`src/rtl/fetch_prefetch_queue.sv`:
```
// Decoupled instruction prefetch queue: sequential imem reads, PC-tagged FIFO, redirect flush.
// Optional misaligned-redirect trap enabled by defining FETCH_MISALIGN_CHECK_EN.
module fetch_prefetch_queue #(
  parameter int unsigned DEPTH    = 4,
  parameter logic [31:0] RESET_PC = 32'h0100_0000
) (
  input  logic        clock,
  input  logic        reset,
  output logic        imem_req_valid,
  input  logic        imem_req_ready,
  output logic [31:0] imem_req_addr,
  input  logic        imem_rsp_valid,
  input  logic [31:0] imem_rsp_data,
  input  logic        set_PC,
  input  logic [31:0] new_PC,
  output logic        instr_valid,
  input  logic        instr_ready,
  output logic [31:0] instr,
  output logic [31:0] instr_pc,
  output logic        fetch_misaligned
);

  localparam int PW = $clog2(DEPTH);
  localparam int CW = $clog2(DEPTH) + 1;

  typedef struct packed {
    logic [31:0] data;
    logic [31:0] pc;
  } entry_t;

  entry_t         mem [DEPTH];
  entry_t         shown_q;
  logic [PW-1:0]  head, tail;
  logic [CW-1:0]  occupancy, outstanding, drop_count, in_flight;
  logic [31:0]    fetch_pc, rsp_pc, redirect_pc;
  logic           halted;
  logic           rsp_accept, rsp_drop, push, pop, issue;

  assign rsp_accept = imem_rsp_valid && (outstanding != '0);
  assign rsp_drop   = drop_count != '0;
  assign push       = rsp_accept && !rsp_drop && !set_PC && !reset;
  assign pop        = instr_valid && instr_ready && !set_PC;
  assign issue      = imem_req_valid && imem_req_ready;
  // Requests still owed by imem once this cycle's response (if any) is consumed.
  assign in_flight  = outstanding - CW'(rsp_accept);

  // Slots are reserved at issue time, so every response always finds room.
  assign imem_req_valid = !reset && !set_PC && !halted &&
                          ((occupancy + outstanding) < CW'(DEPTH));
  assign imem_req_addr  = fetch_pc;

  assign instr_valid = occupancy != '0;
  assign instr       = instr_valid ? mem[head].data : shown_q.data;
  assign instr_pc    = instr_valid ? mem[head].pc   : shown_q.pc;

`ifdef FETCH_MISALIGN_CHECK_EN
  logic misaligned_q;

  always_ff @(posedge clock) begin
    if (reset)       misaligned_q <= 1'b0;
    else if (set_PC) misaligned_q <= new_PC[1:0] != 2'b00;
  end

  assign halted      = misaligned_q;
  assign redirect_pc = new_PC;
`else
  assign halted      = 1'b0;
  assign redirect_pc = new_PC & ~32'h3;
`endif
  assign fetch_misaligned = halted;

  // NOTE: the storage array has no reset; only the pointers/occupancy define validity.
  always_ff @(posedge clock) begin
    if (push) mem[tail] <= '{data: imem_rsp_data, pc: rsp_pc};
  end

  // NOTE: all state uses non-blocking assignments so every branch sees pre-edge values.
  always_ff @(posedge clock) begin
    if (reset) begin
      occupancy   <= '0;
      head        <= '0;
      tail        <= '0;
      // Reads already sent to imem still come back; keep counting them and drop them all.
      outstanding <= in_flight;
      drop_count  <= in_flight;
      fetch_pc    <= RESET_PC;
      rsp_pc      <= RESET_PC;
      shown_q     <= '0;
    end else begin
      shown_q     <= '{data: instr, pc: instr_pc};
      outstanding <= in_flight + CW'(issue);
      if (set_PC) begin
        occupancy  <= '0;
        head       <= '0;
        tail       <= '0;
        drop_count <= in_flight;
        fetch_pc   <= redirect_pc;
        rsp_pc     <= redirect_pc;
      end else begin
        if (issue) fetch_pc <= fetch_pc + 32'd4;
        if (rsp_accept) begin
          if (rsp_drop) drop_count <= drop_count - CW'(1);
          else          rsp_pc     <= rsp_pc + 32'd4;
        end
        if (push) tail <= tail + PW'(1);
        if (pop)  head <= head + PW'(1);
        occupancy <= occupancy + CW'(push) - CW'(pop);
      end
    end
  end

`ifndef SYNTHESIS
  always_ff @(posedge clock) begin
    assert (!(imem_rsp_valid && outstanding == '0))
      else $error("imem response with no outstanding request");
  end
`endif

endmodule

```
`config.mk`:
```
export PLATFORM = sky130hd
export DESIGN_NAME = fetch_prefetch_queue
export DESIGN_NICKNAME = d
export VERILOG_FILES = /design/src/rtl/fetch_prefetch_queue.sv
export SDC_FILE = /design/constraint.sdc
export NUM_CORES = 1
export LEC_CHECK = 0
export BUFFER_PORTS_ARGS = -buffer_cell sky130_fd_sc_hd__buf_2
export CELL_PAD_IN_SITES_DETAIL_PLACEMENT = 1
export CELL_PAD_IN_SITES_GLOBAL_PLACEMENT = 2
export CORE_UTILIZATION = 42
export DETAILED_ROUTE_END_ITERATION = 6
export PLACE_DENSITY = 0.79
export SYNTH_ARGS = -nofsm -noshare
export SYNTH_HDL_FRONTEND = slang
export SYNTH_SLANG_ARGS = --single-unit
```
`constraint.sdc`:
```
create_clock -name clock -period 4.14 [get_ports clock]
set_input_delay 0.207 -clock clock [delete_from_list [all_inputs] [get_ports clock]]
set_output_delay 0.207 -clock clock [all_outputs]
set_load 0.01 [all_outputs]
```
---- Yosys cells after proc, flatten, opt, wreduce, memory -nomap -nowiden ----
Memory sizes are Yosys's and may differ from the RTL's. A register that Yosys moved wholly into a read port is not among the register bits.
Cells that the tools add are included.
cells by class
  $lt $le $gt $ge ......................... 1
  eq/ne operators ......................... 1
  muxes and demuxes ....................... 16
  bitwise gates (word level) .............. 1
  reduce and logical (&&, ||, !) cells .... 23
  add/subtract/negate cells ............... 10
operators with widths
  kind                                              number
  two-way mux 32 bit                                7
  adder 32 x 3 -> 32 bit, second input constant     2
  two-way mux 3 bit                                 5
  nonzero test 3 bit                                5
  logical AND 1 bit                                 9
  adder 3 x 1 -> 3 bit                              2
  AND reduction 2 bit                               3
  subtractor 3 x 1 -> 3 bit                         2
  adder 2 x 1 -> 2 bit, second input constant       2
  two-way mux 2 bit                                 2
  nonzero test 2 bit                                2
  adder 3 bit                                       1
  zero test 1 bit                                   3
  < comparator 3 bit, second input constant         1
  subtractor 3 x 1 -> 3 bit, second input constant  1
  two-way mux 1 bit                                 2
  inequality test 2 bit, second input constant      1
  OR reduction 2 bit                                1
  NOT 1 bit                                         1
storage, ports and cells
  word-level logic and storage cells ...... 64
  input port bits ......................... 70
  memory bits (writable) .................. 256
  output and inout port bits .............. 99
  memories ................................ 1
  bits in registers ....................... 141
memory list
  memory  depth  bits a word  rd ports  clocked after memory_dff  write ports  RTL line  RTL
  mem     4      64           1         1                         1            31        entry_t mem [DEPTH];

---- Logic depth before layout (Yosys ltp) ----
  depth after elaboration ................. 7
  depth in mapped cells ................... 13
  depth with buffers taken out ............ 13

---- Worst setup path after synthesis ----
Ideal clock, no wire load.
  path kind ............................... reg2reg
  from .................................... register drop_count[0]
  to ...................................... memory mem[0][10] (netlist bit) (enable)
  slack ................................... 926 ps
  data required time ...................... 3713 ps
  path buffers ............................ 0
  cell stages (with the launch flop) ...... 6
  library setup time ...................... 427 ps
  period minus slack after synthesis ...... 3214 ps
  arrival time ............................ 2787 ps
  path through ............................ edfxtp_1 > inv_1 > ha_1 > nand2b_1 > nor2_1 > and3_1
on the way
  cells in the longest elaborated chain, start to end .. 7
ends and longest elaborated chain
  element                                  RTL line  RTL
  from (decl)                              34        logic [CW-1:0] occupancy, outstanding, drop_count, in_flight;
  from (signal assigned)                   85        drop_count <= in_flight;
  from (signal assigned)                   96        drop_count <= in_flight;
  from (signal assigned)                   102       if (rsp_drop) drop_count <= drop_count - CW'(1);
  nonzero test 3 bit                       40        assign rsp_drop = drop_count != '0;
  zero test 1 bit                          41        assign push = rsp_accept && !rsp_drop && !set_PC && !reset;
  logical AND 1 bit (3 in a row)           41
  two-way mux 1 bit                        74        if (push) mem[tail] <= '{data: imem_rsp_data, pc: rsp_pc};
  two-way mux 1 bit (implied by the code)  74
  to (decl)                                31
No other way between the ends.

==> out/summary.txt <==
Outcome -> completed
Post-placement cell area -> 17000 um^2
P&R area growth vs syn -> 20.7%
Synthesized netlist cell count -> 1037
Detailed Route Iter0 Violations -> 441
First-pass GRT wire length -> 57800 um
Peak VDD IR -> 248 uV
Flop pwr share -> 0.505
Largest net degree at the start of global routing -> 74
Worst hold start -> new_PC[7]
Die width -> 195 um
Clk pin slew, worst setup/hold paths -> 0.06 ns
Layout Cells excl Fill -> 1760
Worst-Skew Late Latency -> 0.53 ns
CP max FO -> 32
DRC viols -> 0
Clk pwr share -> 0.426
Area occupied by multi-input gates -> 5100 um^2
CTS Buf Count -> 42
Maximum root-to-sink buffer count -> 3
Setup TNS -> 0 ns
Port-buffer cells -> 163
Sw Ratio -> 0.225
Yosys top cell area share -> 0.481
Grt total ovfl -> 0
Chip height -> 195 um
Reg-to-Reg Start -> outstanding[1]$_DFF_P_
Period minus WS final -> 2.94 ns
Drt total wl -> 36800 um
DIE AREA -> 38100 um^2
Vias in the first global route -> 10100
Fmax -> 340 MHz
Initial antenna violation count -> 0
# IOs -> 169
Most common cell after layout, fill and taps aside -> edfxtp_1
Root Driver -> clkbuf_16
Asr flop ratio synth -> 0
Pwr dens -> 453 nW/um^2
Comb pwr share -> 0.069
Number of synthesized register bits -> 387
Max-slew headroom -> 0.358
Crit path kind -> reg -> out
Rows -> 70
Leak -> 0.00686 uW
Synth Flop Type -> edfxtp_1
Crit end category -> output pin
RSZ-0062 raised after global routing -> no
CP required -> 3.93 ns
Syn avg cell area -> 15.1 um^2
Routed vias -> 9508
Drt wl/cell -> 20.9 um
DRT antenna net count -> 0
R2R setup slack -> 1.41 ns
Final setup viols -> 0
Drt pass-1 iters -> 4
TritonCTS clock tree -> done
Nets -> 1345
Crit path launch type -> flop
Worst Tran Pin Value -> 0.963 ns
Clk sink count -> 387
Detail Placement HPWL -> 22700 um
Post-synth EDFFs -> 251
Pwr Total -> 8580 uW
Distinct cells, synth -> 64
Global-route usage over all layers -> 0.196
Hold/Removal Path Class -> in -> reg
Layout Skew -> 0.0173 ns
Most frequent cells in the layout -> edfxtp_1 (251), buf_2 (162), dfxtp_1 (134)
Switching pwr -> 1930 uW
Core Box Area -> 36700 um^2
Mapped cell area -> 15700 um^2
Initial Util -> 0.427
Final Cell Area -> 18900 um^2
Final core utilization -> 0.516
Placed Cells -> 1631
Fill cell count -> 3581
Sequential share of the synthesized area -> 0.655
Internal power -> 6640 uW
Layout cells sized above 1 -> 0.300
WP data arrival -> 2.74 ns
Leading area contributor after synthesis -> edfxtp_1
Max cap viols -> 0
Final Max Slew Viols -> 0
Synth top area cells -> edfxtp_1 (48%), dfxtp_1 (17%), mux4_2 (8.9%)
FF+latch area -> 10300 um^2
Placer Congestion -> 0.791
H-tree depth -> 2
Ys Warns -> 0
Antenna cell count -> 0
Final period util -> 0.711
Vias per Instance -> 5.40
Hold Vio Cnt, Final -> 0
[through the flow]
step / hold WS [ns] / setup WS, ns
after floorplan: 0.306 / 0.926
after global placement: 0.418 / 1.43
after detailed placement: 0.428 / 1.39
after CTS: 0.0112 / 1.09
after global routing: 0.0305 / 0.994
final: 0.0346 / 1.20
[sequential cells by signal (all words and copies together) (netlist names), 3 cells and up, named ones only]
| register | cells |
|---|---|
| rsp_pc | 30 |
| shown_q | 64 |
| outstanding | 3 |
| mem | 248 |
| drop_count | 3 |
| imem_req_addr | 30 |
| occupancy | 3 |
[metal layers]
metal / vias to the layer above / GRT usage / wire (um)
met5: - / 0 / 0
met4: 0 / 0.0472 / 611
met3: 51 / 0.0282 / 1520
met2: 232 / 0.330 / 17900
met1: 4810 / 0.267 / 16800
li1: 4415 / - / -
[power by group through the flow]
stage	sequential [uW]	clock, uW	combinational, uW
global route	4340	3900	668
CTS	4330	3760	605
detailed placement	4410	0	561
global placement	4400	0	545
finish	4330	3650	595
floorplan	4380	0	352
[logic make-up after synthesis]
logic type / after synthesis / synth area share
and+or+nand+nor: 276 / 0.104
DFF: 387 / 0.655
muxes: 130 / 0.138
xor gates and xnor gates: 41 / 0.0229
buffers and inverters: 79 / 0.0210
adders and majority gates: 16 / 0.0133
other: 1 / 0.000239
AOI/OAI and AO/OA: 107 / 0.0462
[cells in the mapped netlist, types with 15 or more instances]
cell type / instances
nand4_1: 25
xnor2_1: 18
a21oi_1: 29
xor2_1: 23
edfxtp_1: 251
mux2_2: 63
nor2b_1: 64
ha_1: 15
a31oi_1: 15
nand3_1: 31
inv_1: 23
dfxtp_1: 136
nand2_1: 44
nor2_1: 28
clkbuf_1: 31
mux4_2: 62
[timing repair]
item / CTS / global route
hold buffers: 52 / 0
resized for setup: 0 / 0
endpoints found under the hold margin: 161 / 0
setup buffers: 0 / 0
[critical path: stages, from the launching register on]
cell	delay, ns
dfxtp_4	0.82
buf_12	0.35
mux4_2	0.56
mux2_2	0.29
buf_2	0.14
[worst paths after layout]
kind,cells after the start,to
max,4,instr_pc[10]
min,3,rsp_pc[7]$_SDFFE_PP0P_
max reg2reg,11,occupancy[2]$_SDFF_PP0_
min reg2reg,2,tail[1]$_SDFFE_PP0P_
[layout make-up]
type | count | share of cell area
flip-flops and latches | 387 | 0.543
multi-input cells | 573 | 0.269
repair buffers | 231 | 0.0804
clock buffers | 53 | 0.0589
well taps | 468 | 0.0310
clock inverters | 24 | 0.0130
inverters | 24 | 0.00476
(Power assumes the default switching activity.)
